$ cat config.mk
export PLATFORM = sky130hd
export DESIGN_NAME = add8u_err_monitor
export DESIGN_NICKNAME = d
export VERILOG_FILES = /design/src/rtl/add_err_pkg.sv /design/src/rtl/add_err_absdiff.sv /design/src/rtl/add8u_err_monitor.sv
export SDC_FILE = /design/constraint.sdc
export NUM_CORES = 1
export LEC_CHECK = 0
export CAP_MARGIN = 0
export CELL_PAD_IN_SITES_DETAIL_PLACEMENT = 0
export CELL_PAD_IN_SITES_GLOBAL_PLACEMENT = 1
export CORE_ASPECT_RATIO = 1.5
export CORE_MARGIN = 2
export CORE_UTILIZATION = 43
export CTS_CLUSTER_DIAMETER = 120
export DETAILED_ROUTE_END_ITERATION = 10
export PLACE_DENSITY = 0.84
export REMOVE_ABC_BUFFERS = 1
export SYNTH_ARGS = -nofsm -noshare
export SYNTH_HDL_FRONTEND = slang
export SYNTH_SLANG_ARGS = --single-unit
$ cat constraint.sdc
create_clock -name clk -period 7.9 [get_ports clk]
set_input_delay 1.185 -clock clk [delete_from_list [all_inputs] [get_ports clk]]
set_output_delay 1.185 -clock clk [all_outputs]
set_load 0.1 [all_outputs]
$ cat src/rtl/add_err_pkg.sv
// ----------------------------------------------------------------------------
// add_err_pkg
// Shared types and width helpers for the approximate-adder error monitor.
//   state_t : run-control FSM states
//   err_w   : width of |exact - approx| for a W-bit operand adder  (W+1)
//   sum_w   : width of the |error| accumulator                      (CNT_W+W+1)
//   sq_w    : width of the squared-error accumulator                (CNT_W+2W+2)
// ----------------------------------------------------------------------------
package add_err_pkg;

    typedef enum logic [1:0] {
        IDLE  = 2'd0,
        RUN   = 2'd1,
        DRAIN = 2'd2,
        DONE  = 2'd3
    } state_t;

    function automatic int err_w(input int w);
        return w + 1;
    endfunction

    function automatic int sum_w(input int cnt_w, input int w);
        return cnt_w + w + 1;
    endfunction

    function automatic int sq_w(input int cnt_w, input int w);
        return cnt_w + 2 * w + 2;
    endfunction

endpackage

$ cat src/rtl/add_err_absdiff.sv
// ----------------------------------------------------------------------------
// add_err_absdiff
// Combinational absolute difference of two unsigned values.
//   x, y : WIDTH-bit unsigned inputs
//   d    : |x - y|, WIDTH bits (cannot overflow for unsigned operands)
// ----------------------------------------------------------------------------
module add_err_absdiff #(
    parameter int WIDTH = 9
) (
    input  logic [WIDTH-1:0] x,
    input  logic [WIDTH-1:0] y,
    output logic [WIDTH-1:0] d
);

    // Subtract the smaller from the larger so the result stays unsigned.
    assign d = (x >= y) ? (x - y) : (y - x);

endmodule

$ cat src/rtl/add8u_err_monitor.sv
// ----------------------------------------------------------------------------
// add8u_err_monitor
// Streaming error-metric collector for an approximate W-bit adder. Each
// accepted sample (in_a, in_b, in_o) is compared against the exact sum and
// folded into sample count, sum of |error|, worst-case error and count of
// erroneous samples. A report generator divides the totals offline.
//
// Optional feature macro: ADD8U_ERR_MSE_EN
//   When defined, adds sq_err_sum (sum of err*err) for MSE. Latency is
//   unchanged because the square is registered alongside err in stage 1.
//
// Ports
//   clk, rst    : rising-edge clock, asynchronous active-high reset
//   start       : 1-cycle pulse; clears statistics and begins a run
//                 (honoured only in IDLE and DONE)
//   in_valid    : sample valid
//   in_ready    : high only in RUN; a sample is taken on in_valid & in_ready
//   in_a, in_b  : W-bit operands
//   in_o        : W+1-bit approximate sum under test
//   in_last     : marks the final sample of the run
//   busy        : high in RUN and DRAIN
//   stat_valid  : high in DONE; statistics stable until the next start
//   sample_cnt  : accepted samples, saturating
//   err_sum     : sum of |exact - in_o| (sized never to wrap)
//   wce         : largest |exact - in_o| seen
//   err_cnt     : samples with nonzero error, saturating
//   cnt_ovf     : sticky, sample_cnt hit its ceiling with more samples arriving
//   sq_err_sum  : sum of err*err (ADD8U_ERR_MSE_EN only)
// ----------------------------------------------------------------------------
module add8u_err_monitor
    import add_err_pkg::*;
#(
    parameter int W     = 8,
    parameter int CNT_W = 17
) (
    input  logic                        clk,
    input  logic                        rst,
    input  logic                        start,
    input  logic                        in_valid,
    output logic                        in_ready,
    input  logic [W-1:0]                in_a,
    input  logic [W-1:0]                in_b,
    input  logic [W:0]                  in_o,
    input  logic                        in_last,
    output logic                        busy,
    output logic                        stat_valid,
    output logic [CNT_W-1:0]            sample_cnt,
    output logic [sum_w(CNT_W, W)-1:0]  err_sum,
    output logic [W:0]                  wce,
    output logic [CNT_W-1:0]            err_cnt,
    output logic                        cnt_ovf
`ifdef ADD8U_ERR_MSE_EN
    ,
    output logic [sq_w(CNT_W, W)-1:0]   sq_err_sum
`endif
);

    localparam int EW   = err_w(W);
    localparam int SUMW = sum_w(CNT_W, W);
`ifdef ADD8U_ERR_MSE_EN
    localparam int SQW  = sq_w(CNT_W, W);
`endif
    localparam logic [CNT_W-1:0] CNT_MAX = {CNT_W{1'b1}};

    state_t state;

    logic          accept;
    logic          start_ok;
    logic [EW-1:0] exact;
    logic [EW-1:0] err;

    // Stage-1 registers
    logic          s1_valid;
    logic [EW-1:0] s1_err;
    logic          s1_nz;
`ifdef ADD8U_ERR_MSE_EN
    logic [2*EW-1:0] s1_sq;
`endif

    assign in_ready   = (state == RUN);
    assign busy       = (state == RUN) || (state == DRAIN);
    assign stat_valid = (state == DONE);

    assign accept   = in_valid && in_ready;
    assign start_ok = start && ((state == IDLE) || (state == DONE));

    assign exact = {1'b0, in_a} + {1'b0, in_b};

    add_err_absdiff #(.WIDTH(EW)) u_absdiff (
        .x (exact),
        .y (in_o),
        .d (err)
    );

    // ------------------------------------------------------------------
    // Run control
    // ------------------------------------------------------------------
    // NOTE: every clocked block uses non-blocking (<=) assignments so all
    // registers update from pre-edge values, independent of block order.
    always_ff @(posedge clk or posedge rst) begin
        if (rst) begin
            state <= IDLE;
        end else begin
            case (state)
                IDLE:    if (start_ok)           state <= RUN;
                RUN:     if (accept && in_last)  state <= DRAIN;
                // Only stage 1 can hold data on entry to DRAIN, and stage 2
                // absorbs it on this edge, so the pipe is empty afterwards.
                DRAIN:                           state <= DONE;
                DONE:    if (start_ok)           state <= RUN;
                default:                         state <= IDLE;
            endcase
        end
    end

    // ------------------------------------------------------------------
    // Stage 1: register the error of each accepted sample
    // ------------------------------------------------------------------
    // NOTE: datapath registers are reset too, so nothing stale can leak into
    // the accumulators after a mid-run reset.
    always_ff @(posedge clk or posedge rst) begin
        if (rst) begin
            s1_valid <= 1'b0;
            s1_err   <= '0;
            s1_nz    <= 1'b0;
`ifdef ADD8U_ERR_MSE_EN
            s1_sq    <= '0;
`endif
        end else begin
            s1_valid <= accept;
            if (accept) begin
                s1_err <= err;
                s1_nz  <= (err != '0);
`ifdef ADD8U_ERR_MSE_EN
                s1_sq  <= (2*EW)'(err) * (2*EW)'(err);
`endif
            end
        end
    end

    // ------------------------------------------------------------------
    // Stage 2: accumulators
    // ------------------------------------------------------------------
    always_ff @(posedge clk or posedge rst) begin
        if (rst) begin
            sample_cnt <= '0;
            err_sum    <= '0;
            wce        <= '0;
            err_cnt    <= '0;
            cnt_ovf    <= 1'b0;
`ifdef ADD8U_ERR_MSE_EN
            sq_err_sum <= '0;
`endif
        end else if (start_ok) begin
            sample_cnt <= '0;
            err_sum    <= '0;
            wce        <= '0;
            err_cnt    <= '0;
            cnt_ovf    <= 1'b0;
`ifdef ADD8U_ERR_MSE_EN
            sq_err_sum <= '0;
`endif
        end else if (s1_valid) begin
            if (sample_cnt == CNT_MAX) begin
                cnt_ovf <= 1'b1;
            end else begin
                sample_cnt <= sample_cnt + 1'b1;
            end
            if (s1_nz && (err_cnt != CNT_MAX)) begin
                err_cnt <= err_cnt + 1'b1;
            end
            err_sum <= err_sum + SUMW'(s1_err);
            // Strict compare: ties keep the earlier maximum.
            if (s1_err > wce) begin
                wce <= s1_err;
            end
`ifdef ADD8U_ERR_MSE_EN
            sq_err_sum <= sq_err_sum + SQW'(s1_sq);
`endif
        end
    end

endmodule

==> run_results.csv, run 1 <==
group,metric,value,unit
status,status,"complete, no violations",
synth,ys_warn_count,0,
setup_path,timing.rr.end,"wce[3]",
setup_path,critical_path.endpoint_type,"register",
setup_path,critPathCapture,"s1_nz",
sta,rsz0062_at_grt,"no",
cts,tritoncts,"yes",
sta,fin_crit,5.05,ns
floorplan,die-area,14200,um2
setup_path,start_kind,"input pin",
synth,synthMuxAreaShare,6.02,%
grt,grt_overflow,0,
synth,synth_compound_area_share,14.3,%
sta,timing.setup.tns,0,ns
grt,grt_pass1_vias,4964,
grt,antenna_found_initial,0,
drt,routed_wl,13600,um
drt,via_per_inst,5.41,
cts,cts.sink_count,83,
sta,whs,0.546,ns
final_layout,fillers,1230,
setup_path,rrSetupSlack,4.90,ns
cts,post_cts_buffers,0,
final_layout,nets,815,
sta,post-route-period-util,63.9,%
cts,clk_pin_slew,0.07,ns
synth,synth-async-reset-ratio,100,%
final_layout,antenna_cells,0,
final_layout,syn_to_final_growth,24.9,%
floorplan,num_io_pins,103,
worst_hold_path,hold_class,"reg -> reg",
setup_path,cp.required,8.16,ns
setup_path,crit_path_max_fanout,10,
setup_path,crit_path_top_delay_cell,"clkdlybuf4s50_1",
synth,syn_avg_cell_area,8.94,um2
pwr,ir_drop,0.153,mV
drt,vias,4845,
synth,synth_simple_gate_area_share,18.6,%
sta,setup_violations,0,
cts,cts_buffer_depth,2,
cts,cts_inserted_buffers,9,
setup_path,critPathMaxStageDelay,0.41,ns
placement,hpwl,10500,um
synth,synth_top_family_by_area,"simple AND/OR/NAND/NOR gates",
floorplan,fp.dieH,145,um
drt,wl_per_cell,15.2,um
cts,cts.hold.buffers_added,0,
final_layout,fin_util,54.9,%
flow_run,drv_cap,0,
pwr,powerDensity,315,nW/um2
sta,hold_viol,0,
pwr,power,2.24,mW
floorplan,core,13000,um2
sta,clock_skew,0.00932,ns
setup_path,worstSetupStartpoint,"in_a[0]",
synth,synth-seq-cells,83,
sta,worstMarginPinSlew,1.26,ns
synth,netlist_area,5700,um2
drt,drt_first_pass_iters,4,
synth,syn_inst,637,
setup_path,r2r_start,"s1_err[4]",
synth,synth_flop_cell,"dfrtp_1",
placement,place.gp.congestion,0.865,
setup_path,path_cells,"clkdlybuf4s50_1 > ha_1 > fa_1 > a21oi_1 > nor2_1 > nor2_1 > o21bai_1 > a21oi_1 > xnor2_1 > ha_1 > a21oi_2 > nand2_1 > o21a_4 > mux2i_1 > or2_1 > o2111a_1 > or3_1 > a31oi_1",
drt,route.detailed.drc,0,
drt,antenna_left,0,
synth,synth-edff-count,0,
sta,slew_violations,0,
grt,grt.total_usage,19.7,%
synth,yosys.area_share.adder,12.4,%
synth,synth.distinct_cells,62,
sta,fmax,0.198,GHz
cts,postCtsResizedCells,0,
sta,slew_headroom,15.8,%
setup_path,worstSetupPathType,"in -> reg",
setup_path,reg2reg_depth,9,
setup_path,arrival,5.31,ns
synth,synth-xor-area-share,6.61,%
drt,drt_iter0_markers,135,
synth,yosysSeqAreaShare,36.5,%
pwr,p_leak,3.17,nW
grt,grt_max_degree,84,
cts,cts_root_buf,"clkbuf_16",
floorplan,die_x,98.0,um
placement,portBuffers,102,
floorplan,num_rows,51,
cts,h-tree-depth,3,
cts,clk_latency,0.34,ns
final_layout,drive_gt1_share,5.03,%
grt,grt_first_pass_wirelength,23400,um
floorplan,start_util,44.0,%
[metrics by stage]
stage / cell area, um2 / instances / setup WS, ns
3_5_place_dp: 6830 / 879 / 2.51
2_1_floorplan: 5580 / 615 / 3.32
6_report: 7110 / 895 / 2.85
4_1_cts: 7110 / 895 / 2.86
3_3_place_gp: 6830 / 879 / 2.61
5_1_grt: 7110 / 895 / 2.65
[power breakdown]
| group | internal [mW] | total (mW) | switching (mW) | leakage (nW) |
|---|---|---|---|---|
| registers | 0.499 | 0.585 | 0.0861 | 1.12 |
| clock network | 0.224 | 0.402 | 0.177 | 0.132 |
| logic | 0.398 | 1.26 | 0.859 | 1.92 |
| total | 1.12 | 2.24 | 1.12 | 3.17 |
[kinds of logic after synthesis]
kind of cell / Yosys count
buf+inv: 75
mux: 34
compound gates: 125
simple gates: 223
xor+xnor: 43
flops: 83
fa+ha+maj: 54
[cells in the final DEF, fill, tap and decap left out, drive strengths merged, types with 16 or more instances in the layout]
master and n:
a21oi 45, nand3 20, dfrtp 83, ha 50, mux2i 32, nor2 80, clkdlybuf4s50 102, or3 16
xnor2 29, o21ai 31, inv 53, nand2 54
[cells in the mapped netlist (all sizes together) (2+ instances only)]
library cell | n | area share [%]
o21ai | 31 | 2.8
buf | 7 | 0.97
nor2b | 7 | 0.90
o221ai | 2 | 0.31
dfrtp | 83 | 36
a211oi | 2 | 0.26
nand3 | 20 | 1.8
and4 | 3 | 0.46
ha | 50 | 11
xor2 | 14 | 2.2
xnor2 | 29 | 4.5
nand2 | 54 | 3.6
o211ai | 6 | 0.88
mux2i | 32 | 5.6
or2 | 4 | 0.44
mux2 | 2 | 0.40
or3 | 16 | 1.8
a21boi | 7 | 0.92
and3 | 8 | 0.88
a21oi | 45 | 4.1
nor4 | 2 | 0.22
fa | 4 | 1.4
nand2b | 6 | 0.66
inv | 52 | 3.4
a31oi | 4 | 0.44
o21bai | 4 | 0.72
o31a | 2 | 0.46
a21o | 6 | 0.79
nand3b | 3 | 0.40
nand4 | 10 | 1.2
o21a | 6 | 0.94
nor2 | 80 | 5.3
clkbuf | 14 | 0.92
nor3 | 6 | 0.53
a2111o | 3 | 0.59
[critical path: cells and delay by family]
family,cells,cell delay [ns]
AO/OA/AOI/OAI,7,1.37
adder cells (fa/ha/maj),3,1.02
AND/OR/NAND/NOR,5,0.99
buffers and inverters,1,0.41
XOR/XNOR,1,0.17
multiplexers,1,0.15
[per-layer routing]
metal / global-route usage, % / up-vias / routed length [um]
met5: 0 / - / 0
met4: 9.86 / 0 / 609
li1: - / 2380 / -
met1: 22.6 / 2287 / 5460
met3: 3.03 / 40 / 470
met2: 35.2 / 138 / 7050
[area by class of cell]
| cell class | instances | area [um2] | area share [%] |
|---|---|---|---|
| Clock buffer | 10 | 239 | 3.36 |
| Inverter | 53 | 200 | 2.81 |
| Timing Repair Buffer | 105 | 1040 | 14.7 |
| Tap cell | 159 | 199 | 2.80 |
| Clock inverter | 6 | 48.8 | 0.686 |
| Sequential cell | 83 | 2080 | 29.2 |
| Multi-Input combinational cell | 479 | 3310 | 46.5 |
[state kept, by name (all words and copies together) (netlist names)]
signal      count
cnt_ovf         1
err_cnt        17
err_sum        26
s1_err          9
s1_nz           1
s1_valid        1
sample_cnt     17
state           2
wce             9
[how the worst min path moves through the flow]
stage,startpoint,end,slack [ns],cells after the start
2_1_floorplan,s1_err[5],s1_err[5],0.50,2
3_3_place_gp,cnt_ovf,cnt_ovf,0.50,2
3_5_place_dp,state[1],state[1],0.54,2
4_1_cts,state[1],state[1],0.56,2
5_1_grt,err_sum[10],err_sum[10],0.59,2
6_report,cnt_ovf,cnt_ovf,0.55,2
Note: power is estimated with default switching activity, not from simulation.
==> run 2, diff against run 1 <==
- CORE_UTILIZATION: 43 -> 36
- PLACE_DENSITY: 0.84 -> 0.75
- clock period: 7.9 -> 4.49 ns (I/O delays scaled with it)
==> run_results.csv, run 2 (synthesized netlist as in run 1, its figures left out) <==
group,metric,value,unit
status,status,"complete, no violations",
sta,setup_violations,0,
floorplan,core,15600,um2
grt,grt.total_usage,17.4,%
grt,grt_pass1_vias,5105,
final_layout,largest_reg_flops,26,
drt,antenna_left,0,
final_layout,fin_util,47.8,%
sta,slew_violations,0,
pwr,ir_drop,0.278,mV
pwr,power.switching,1.99,mW
placement,place_inst,949,
final_layout,regArea,2080,um2
placement,hpwl,11100,um
final_layout,nets,843,
pwr,intPower,2.15,mW
drt,routed_wl,14200,um
final_layout,multi_input_area,3330,um2
grt,grt_max_degree,64,
placement,pre_cts_ws,-0.199,ns
final_layout,drive_gt1_share,8.77,%
floorplan,die-area,16900,um2
grt,antenna_found_initial,0,
setup_path,start_kind,"input pin",
setup_path,reg2reg_depth,11,
final_layout,top_regs,"err_sum: 26 flops, err_cnt: 17 flops, sample_cnt: 17 flops",
placement,place_area,7080,um2
cts,cts_buffer_depth,2,
cts,clk_latency,0.34,ns
sta,clock_skew,0.0107,ns
setup_path,cp.required,4.74,ns
final_layout,final_cells,967,
setup_path,worstSetupStartpoint,"in_a[0]",
pwr,powerDensity,558,nW/um2
final_layout,antenna_cells,0,
grt,grt_first_pass_wirelength,23700,um
setup_path,crit_path_max_fanout,4,
drt,route.detailed.drc,0,
placement,place.gp.congestion,0.822,
worst_hold_path,hold_class,"reg -> reg",
setup_path,arrival,4.53,ns
cts,cts_root_buf,"clkbuf_16",
final_layout,final_common_cell,"clkdlybuf4s50_1",
pwr,seqPwrFrac,25.0,%
final_layout,fillers,1535,
sta,fmax,0.233,GHz
setup_path,r2r_start,"s1_err[0]",
drt,via_per_inst,5.17,
final_layout,syn_to_final_growth,30.5,%
setup_path,worstSetupPathType,"in -> reg",
cts,clk_pin_slew,0.06,ns
setup_path,critPathCapture,"s1_nz",
sta,layout_setup_ws,0.207,ns
placement,portBuffers,102,
setup_path,rrSetupSlack,1.40,ns
sta,post-route-period-util,95.4,%
sta,timing.setup.tns,0,ns
setup_path,timing.rr.end,"err_sum[24]",
cts,cts_inserted_buffers,9,
drt,drt_first_pass_iters,5,
pwr,p_sw_share,48.0,%
pwr,power,4.14,mW
floorplan,start_util,36.6,%
final_layout,final_cell_mix,"102 x clkdlybuf4s50_1, 83 x dfrtp_1, 79 x nor2_1",
pwr,combPwrFrac,55.8,%
setup_path,critical_path.endpoint_type,"register",
cts,h-tree-depth,3,
flow_run,drv_cap,0,
floorplan,fp.dieH,158,um
floorplan,num_io_pins,103,
drt,drt_iter0_markers,276,
floorplan,num_rows,56,
sta,rsz0062_at_grt,"no",
drt,vias,5000,
floorplan,die_x,107,um
grt,grt_overflow,0,
final_layout,top_register,"err_sum",
pwr,clkPwrFrac,19.2,%
drt,wl_per_cell,14.7,um
sta,hold_viol,0,
cts,cts.sink_count,83,
cts,tritoncts,"yes",
pwr,p_leak,3.33,nW
final_layout,fin_area,7430,um2
sta,worstMarginPinSlew,1.10,ns
sta,whs,0.533,ns
sta,fin_crit,4.28,ns
sta,slew_headroom,25.9,%
==> run 2: worst max-delay path, stage by stage <==
cell and delay (ns):
clkdlybuf4s50_1 0.41, ha_1 0.22, fa_1 0.39, a21oi_1 0.16
nor2_1 0.05, nor2_1 0.13, o21bai_1 0.10, a21oi_2 0.20
xnor2_2 0.09, ha_1 0.34, buf_4 0.15, nand4_2 0.11
o21bai_4 0.08, or2_2 0.29, o21a_2 0.25, mux2i_1 0.14
o2111a_1 0.16, or3_1 0.40, a31oi_1 0.19
==> run 2: how the worst min path moves through the flow <==
stage | endpoint | startpoint | cells past startpoint
CTS | cnt_ovf | cnt_ovf | 2
global route | err_cnt[16] | err_cnt[16] | 2
finish | cnt_ovf | cnt_ovf | 2
floorplan | s1_err[5] | s1_err[5] | 2
detailed placement | cnt_ovf | cnt_ovf | 2
global placement | cnt_ovf | cnt_ovf | 2
==> run 2: cell type report <==
cell class | count | share of cell area [%]
Multi-Input combinational cell | 479 | 44.8
Inverter | 53 | 2.69
Timing Repair Buffer | 133 | 16.9
Sequential cell | 83 | 27.9
Tap cell | 203 | 3.42
Clock buffer | 12 | 3.32
Clock inverter | 4 | 0.993
==> run 2: layer usage <==
metal  track usage (%)  wire, um
met5                 0         0
met4              8.41       477
met3              2.72       653
met2              33.0      7520
met1              18.6      5590
==> run 2: timing repair <==
| action | CTS | global route |
|---|---|---|
| resized for setup | 0 | 4 |
| buffers inserted | 0 | 2 |
| hold buffers | 0 | 0 |
| endpoints found under the setup margin | 0 | 2 |
==> run 2: power groups by stage <==
stage	registers (mW)	logic (mW)	clock network, mW
finish	1.03	2.31	0.795
floorplan	1.56	1.14	0
global route	1.06	2.51	0.850
CTS	1.04	2.32	0.813
detailed placement	1.05	2.31	0
global placement	1.04	2.29	0
